## src/rtl/tt_8_5_pkg.sv

```systemverilog
// Shared constants and the 256-row truth table of F(x) = x[7:4] + x[3:0].
// The table is built at elaboration time and only drives minterm/maxterm selection.
package tt_8_5_pkg;

  localparam int N_IN  = 8;
  localparam int N_OUT = 5;
  localparam int N_ROWS = 1 << N_IN;

  typedef logic [N_ROWS-1:0][N_OUT-1:0] tt_t;

  function automatic tt_t tt_build();
    tt_t        t;
    logic [7:0] xv;
    t = '0;
    for (int x = 0; x < N_ROWS; x++) begin
      xv    = 8'(x);
      t[xv] = {1'b0, xv[7:4]} + {1'b0, xv[3:0]};
    end
    return t;
  endfunction

  localparam tt_t TT = tt_build();

endpackage

```

## src/rtl/tt_8_5_forms.sv

```systemverilog
// Purely combinational canonical DNF and CNF realisations of the truth table.
// Each term is a full 8-literal equality/inequality against one row index.
module tt_8_5_forms
  import tt_8_5_pkg::*;
(
  input  logic [N_IN-1:0]  x_i,
  output logic [N_OUT-1:0] y_dnf_o,
  output logic [N_OUT-1:0] y_cnf_o
);

  logic [N_OUT-1:0][N_ROWS-1:0] dnf_terms;
  logic [N_OUT-1:0][N_ROWS-1:0] cnf_terms;

  for (genvar j = 0; j < N_OUT; j++) begin : g_bit
    for (genvar v = 0; v < N_ROWS; v++) begin : g_row
      // Rows where the bit is 1 contribute a minterm; rows where it is 0 a maxterm.
      if (TT[v][j]) begin : g_one
        assign dnf_terms[j][v] = (x_i == 8'(v));
        assign cnf_terms[j][v] = 1'b1;
      end else begin : g_zero
        assign dnf_terms[j][v] = 1'b0;
        assign cnf_terms[j][v] = (x_i != 8'(v));
      end
    end
    assign y_dnf_o[j] = |dnf_terms[j];
    assign y_cnf_o[j] = &cnf_terms[j];
  end

endmodule

```

## src/rtl/truth_table_8_5.sv

```systemverilog
// Registered evaluator of F(x) = x[7:4] + x[3:0] via both canonical forms,
// with a per-cycle (non-sticky) disagreement flag.
module truth_table_8_5
  import tt_8_5_pkg::*;
(
  input  logic             clk,
  input  logic             rst_n,
  input  logic [N_IN-1:0]  i_x,
  output logic [N_OUT-1:0] o_y_dnf,
  output logic [N_OUT-1:0] o_y_cnf,
  output logic             o_error
);

  logic [N_OUT-1:0] y_dnf_d, y_dnf_q;
  logic [N_OUT-1:0] y_cnf_d, y_cnf_q;
  logic             error_d, error_q;

  tt_8_5_forms u_forms (
    .x_i     (i_x),
    .y_dnf_o (y_dnf_d),
    .y_cnf_o (y_cnf_d)
  );

  assign error_d = (y_dnf_d != y_cnf_d);

  always_ff @(posedge clk or negedge rst_n) begin
    if (!rst_n) begin
      y_dnf_q <= '0;
      y_cnf_q <= '0;
      error_q <= 1'b0;
    end else begin
      y_dnf_q <= y_dnf_d;
      y_cnf_q <= y_cnf_d;
      error_q <= error_d;
    end
  end

  assign o_y_dnf = y_dnf_q;
  assign o_y_cnf = y_cnf_q;
  assign o_error = error_q;

endmodule

```

## config.mk

```make
export PLATFORM = sky130hd
export DESIGN_NAME = truth_table_8_5
export DESIGN_NICKNAME = d
export VERILOG_FILES = /design/src/rtl/tt_8_5_pkg.sv /design/src/rtl/tt_8_5_forms.sv /design/src/rtl/truth_table_8_5.sv
export SDC_FILE = /design/constraint.sdc
export NUM_CORES = 1
export LEC_CHECK = 0
export CAP_MARGIN = 20
export CELL_PAD_IN_SITES_DETAIL_PLACEMENT = 2
export CELL_PAD_IN_SITES_GLOBAL_PLACEMENT = 2
export CORE_ASPECT_RATIO = 0.5
export CORE_MARGIN = 8
export CORE_UTILIZATION = 38
export CTS_BUF_LIST = sky130_fd_sc_hd__clkbuf_2
export DETAILED_ROUTE_END_ITERATION = 16
export DONT_BUFFER_PORTS = 1
export PLACE_DENSITY = 0.83
export SETUP_SLACK_MARGIN = 0.5
export SLEW_MARGIN = 20
export SYNTH_ARGS = -nofsm -noshare
export SYNTH_HDL_FRONTEND = slang
export SYNTH_SLANG_ARGS = --single-unit
```

## constraint.sdc

```tcl
create_clock -name clk -period 0.8 [get_ports clk]
set_input_delay 0.08 -clock clk [delete_from_list [all_inputs] [get_ports clk]]
set_output_delay 0.08 -clock clk [all_outputs]
set_load 0.03 [all_outputs]
```

==> results of run 1 <==
## synthesized netlist by cell type, types with 5 or more instances
cell	n	share of area [%]
sky130_fd_sc_hd__a211oi_1	7	1.9
sky130_fd_sc_hd__a21oi_1	24	4.4
sky130_fd_sc_hd__a22o_1	5	1.6
sky130_fd_sc_hd__a22oi_1	5	1.4
sky130_fd_sc_hd__a31oi_1	11	2.5
sky130_fd_sc_hd__and2_1	5	1.1
sky130_fd_sc_hd__buf_2	22	4.0
sky130_fd_sc_hd__buf_4	17	4.6
sky130_fd_sc_hd__buf_6	7	2.9
sky130_fd_sc_hd__clkbuf_1	5	0.68
sky130_fd_sc_hd__dfrtp_1	11	10
sky130_fd_sc_hd__nand2_1	28	3.8
sky130_fd_sc_hd__nand2b_1	22	5.0
sky130_fd_sc_hd__nand3_1	13	2.4
sky130_fd_sc_hd__nand4_1	18	4.1
sky130_fd_sc_hd__nor2_1	31	4.2
sky130_fd_sc_hd__nor2b_1	12	2.7
sky130_fd_sc_hd__nor3_1	27	4.9
sky130_fd_sc_hd__nor4_1	8	1.8
sky130_fd_sc_hd__o21ai_0	16	2.9
sky130_fd_sc_hd__o21ai_1	6	1.1
sky130_fd_sc_hd__o22ai_1	16	3.6
sky130_fd_sc_hd__o32ai_1	8	2.5
## stage by stage
stage / instance area [um^2] / setup TNS [ps]
2_1_floorplan: 2950 / -4800
3_3_place_gp: 3420 / -6560
3_5_place_dp: 3420 / -7360
## cells by family after synthesis
logic type | after synthesis
and+or+nand+nor | 197
xor gates and xnor gates | 8
DFF | 11
other | 1
buffers and inverters | 55
AOI/OAI and AO/OA | 136
muxes | 2
==> flow_metrics.py, run 1 <==
metrics = {
    "logic_synthesis": {
        "synth_enable_flop_cells": 0,
        "yosysWarningCount": 0,
        "yosysSeqAreaShare_pct": 9.98,
        "synthesis.area_per_instance_um2": 6.73,
        "ys.flop_type": "sky130_fd_sc_hd__dfrtp_1",
        "synth-xor-area-share_pct": 2.81,
        "largest_family_of_logic_cells_by_synthesized_area": "simple AND/OR/NAND/NOR gates",
        "post_synthesis_register_bit_count": 11,
        "yosysUniqueCellTypes": 66,
        "adder_cell_fraction_of_synth_area_pct": 0,
        "syn-cell-area_um2": 2760,
        "synth_nets": 420,
        "synth-simple-area-share_pct": 39.5,
        "synth_compound_gate_area_share_pct": 34.2,
        "muxShareOfSynthArea_pct": 0.726,
        "async_flop_share_pct": 100,
        "post_synth_inst_count": 410,
    },
    "clock_network": {
        "numCtsBuffers": 3,
        "cts.sink_count": 11,
        "level_count_of_the_clock_h_tree": 1,
        "post_cts_setup_buffers": 6,
        "postCtsResizedCells": 70,
        "clk_path_buf_depth": 2,
        "clock-root-buffer": "sky130_fd_sc_hd__clkbuf_2",
    },
    "status": {
        "status": "stopped before the end",
        "outcome.stop_stage": "4_1_cts",
        "firstError": "[ERROR DPL-0033] detailed placement checks failed during check placement.",
    },
    "floorplanning": {
        "fp.dieH_um": 76.2,
        "total_number_of_placement_rows": 22,
        "die_width_um": 136,
        "ios": 21,
        "start_util_pct": 38.4,
    },
    "placement": {
        "post-dp-hpwl_um": 12900,
        "placement.io_buffers": 0,
        "placed_cells": 559,
        "place_ws_ps": -1080,
        "gp_congestion": 1.05,
    },
}
==> inputs of run 2 (changes only) <==
Settings changed: CELL_PAD_IN_SITES_DETAIL_PLACEMENT 2 to not set, CELL_PAD_IN_SITES_GLOBAL_PLACEMENT 2 to not set, CORE_ASPECT_RATIO 0.5 to not set, CORE_UTILIZATION 38 to 30, CTS_BUF_LIST sky130_fd_sc_hd__clkbuf_2 to not set, PLACE_DENSITY 0.83 to not set, PLACE_DENSITY_LB_ADDON set to 0.15, SETUP_SLACK_MARGIN 0.5 to not set.
==> run 2 against run 1 <==
  * The flow now finishes, with violations (negative setup slack)
  * Synthesized cell count is the same
  * Area after synthesis is the same
==> flow_metrics.py, run 2 <==
metrics = {
    "status": {
        "status": "complete, but fails checks",
        "failed_checks": "negative setup slack",
    },
    "grt": {
        "grt_use_total_pct": 20.2,
        "top_usage_layer": "met2",
        "wire_length_of_the_first_global_routing_pass_um": 20200,
        "antenna_violations_before_repair": 0,
        "grt.met3_usage_pct": 3.52,
        "met2_usage_pct": 31.2,
        "grt_start_max_net_pins": 57,
        "overflow": 0,
        "groute.layer.met1.usage_pct": 26.2,
        "first_global_vias": 3512,
    },
    "clock_network": {
        "level_count_of_the_clock_h_tree": 1,
        "cts.sink_count": 11,
        "numCtsBuffers": 3,
        "worst_setup_hold_path_clk_slew_ps": 40,
        "clock-root-buffer": "sky130_fd_sc_hd__clkbuf_8",
        "clk_path_buf_depth": 2,
        "tritoncts_clock_tree": "built",
    },
    "drt": {
        "wl_per_cell_um": 22.5,
        "first_drt_iteration_drcs": 566,
        "viasPerCell": 6.50,
        "routed_wirelength_um": 13100,
        "remaining_drc_errors": 0,
        "ant_nets": 0,
        "number_of_vias_in_the_routed_layout": 3788,
        "dr.pass1.iters": 5,
    },
    "placement": {
        "placed_cells": 566,
        "post-dp-hpwl_um": 9150,
        "gp_congestion": 0.954,
        "placement.io_buffers": 0,
        "postPlaceCellArea_um2": 3360,
    },
    "logic_synthesis": {
        "netlist.area_leader.share_pct": 9.98,
        "post_synth_inst_count": 410,
        "synthesis.area_per_instance_um2": 6.73,
        "synth_nets": 420,
        "netlist_top_cells_count": "31 x sky130_fd_sc_hd__nor2_1, 28 x sky130_fd_sc_hd__nand2_1, 27 x sky130_fd_sc_hd__nor3_1, 24 x sky130_fd_sc_hd__a21oi_1",
        "ys.flop_type": "sky130_fd_sc_hd__dfrtp_1",
        "async_flop_share_pct": 100,
        "synth_enable_flop_cells": 0,
        "yosysWarningCount": 0,
        "post_synthesis_register_bit_count": 11,
        "yosysSeqAreaShare_pct": 9.98,
        "yosysUniqueCellTypes": 66,
        "synth_area_leader_cell": "sky130_fd_sc_hd__dfrtp_1",
        "synth.area.top_cells": "sky130_fd_sc_hd__dfrtp_1 10%, sky130_fd_sc_hd__nand2b_1 5.0%, sky130_fd_sc_hd__nor3_1 4.9%, sky130_fd_sc_hd__buf_4 4.6%, sky130_fd_sc_hd__a21oi_1 4.4%",
        "syn-cell-area_um2": 2760,
        "post-synth-top-count-cell": "sky130_fd_sc_hd__nor2_1",
    },
    "floorplanning": {
        "die_area_um2": 12500,
        "die_width_um": 112,
        "start_util_pct": 30.4,
        "ios": 21,
        "floorplan.core_area_um2": 9060,
        "total_number_of_placement_rows": 35,
        "fp.dieH_um": 112,
    },
    "setup_path": {
        "startpoint_type": "input pin",
        "worst_setup_path_end_kind": "register",
        "worstPathMaxFanout": 56,
        "cp.arrival_ps": 1330,
        "criticalPathCategory": "in -> reg",
        "cp.required_ps": 890,
    },
    "sta": {
        "unrepaired_setup_endpoints_after_global_routing": "true",
        "fmaxAchievable_mhz": 804,
        "tightestPinTransition_ps": 516,
        "final_min_period_over_clock_period_pct": 155,
        "final-hold-violation-count": 0,
        "max_slew_margin_pct": 65.6,
        "final_period_minus_worst_setup_slack_ps": 1240,
        "final_critical_path_setup_slack_ps": -444,
        "finalSetupViolCount": 8,
        "totalNegativeSetupSlack_ps": -3150,
        "finalMaxSlewViolations": 0,
    },
    "cells_and_area": {
        "syn_to_final_growth_pct": 36.1,
        "n_fill_cell": 961,
        "design.final.nets": 483,
        "layout.cells.most_common_list": "97 x sky130_fd_sc_hd__buf_4, 29 x sky130_fd_sc_hd__nor2_1, 24 x sky130_fd_sc_hd__nand2_1",
        "layout.cells.most_common": "sky130_fd_sc_hd__buf_4",
        "post-route-util_pct": 41.4,
        "drive_above_1_share_pct": 36.2,
        "insertedDiodeCount": 0,
        "finalNonFillerCells": 583,
        "final_cell_area_um2": 3750,
    },
    "run": {
        "cap_violations": 0,
    },
    "pwr": {
        "power_density_nw_per_um2": 774,
        "post-layout-total-power_mw": 2.91,
        "peakVddDrop_v": 0.000427,
        "leakage_nw": 1.35,
    },
    "worst_hold_path": {
        "holdCritPathClass": "in -> reg",
    },
}
[run 2: cell counts after synthesis]
Identical to the previous run, type by type.
[run 2: worst paths after layout]
check	from	endpoint	slack (ps)	depth (start not counted)
min	i_x[3]	o_y_cnf[3]	70	2
max in group asynchronous	rst_n	o_y_dnf[4]	240	1
min in group asynchronous	rst_n	o_y_dnf[3]	240	1
max	i_x[3]	o_y_cnf[2]	-440	7
[run 2: metal layers]
metal	wire length (um)	vias to the layer above
met3	1210	45
met2	5820	248
met4	622	0
met5	0	-
li1	-	1707
met1	5490	1788
[run 2: repair_timing]
| action | in CTS | in global routing |
|---|---|---|
| hold buffers | 3 | 0 |
| buffers inserted | 5 | 5 |
| pin swaps | 23 | 11 |
| gates cloned | 1 | 0 |
| endpoints found under the hold margin | 12 | 0 |
| endpoints found under the setup margin | 19 | 14 |
| gates resized for setup | 37 | 19 |
[run 2: stage by stage]
step	setup slack (ps)	hold slack (ps)
after global routing	-550	35.9
after CTS	-394	20.7
final	-444	67.8
after detailed placement	-799	-215
after global placement	-813	-215
after floorplan	-647	-216
[run 2: cell type report]
cell class                      count  area [um^2]  area share [%]
Tap cell                          111          139            3.70
Clock buffer                        4         45.0            1.20
Multi-Input combinational cell    345         2400            63.9
Inverter                            4         16.3           0.433
Sequential cell                    11          288            7.67
Timing Repair Buffer              108          866            23.1
[run 2: where the power goes]
group / leakage (nW) / internal, mW / switching (mW)
Clock: 0.0228 / 0.346 / 0.160
Combinational: 1.21 / 0.784 / 0.767
Sequential: 0.115 / 0.653 / 0.197
Total: 1.35 / 1.78 / 1.12
[run 2: worst max-delay path, stage by stage]
cell	delay, ps
sky130_fd_sc_hd__nand2_1	180
sky130_fd_sc_hd__buf_4	150
sky130_fd_sc_hd__nor4_2	50
sky130_fd_sc_hd__a31oi_1	190
sky130_fd_sc_hd__nand3_1	180
sky130_fd_sc_hd__nor4_2	320
sky130_fd_sc_hd__nand4_1	140
[run 2: logic make-up (layout without fill, tap and decap cells)]
kind of cell	after synthesis	count (layout)	share of synthesized area [%]
other	1	1	0.136
and+or+nand+nor	197	198	39.5
buffers and inverters	55	116	12.7
DFF	11	11	9.98
xor gates and xnor gates	8	8	2.81
muxes	2	2	0.726
AOI/OAI and AO/OA	136	136	34.2
(Power assumes the default switching activity.)
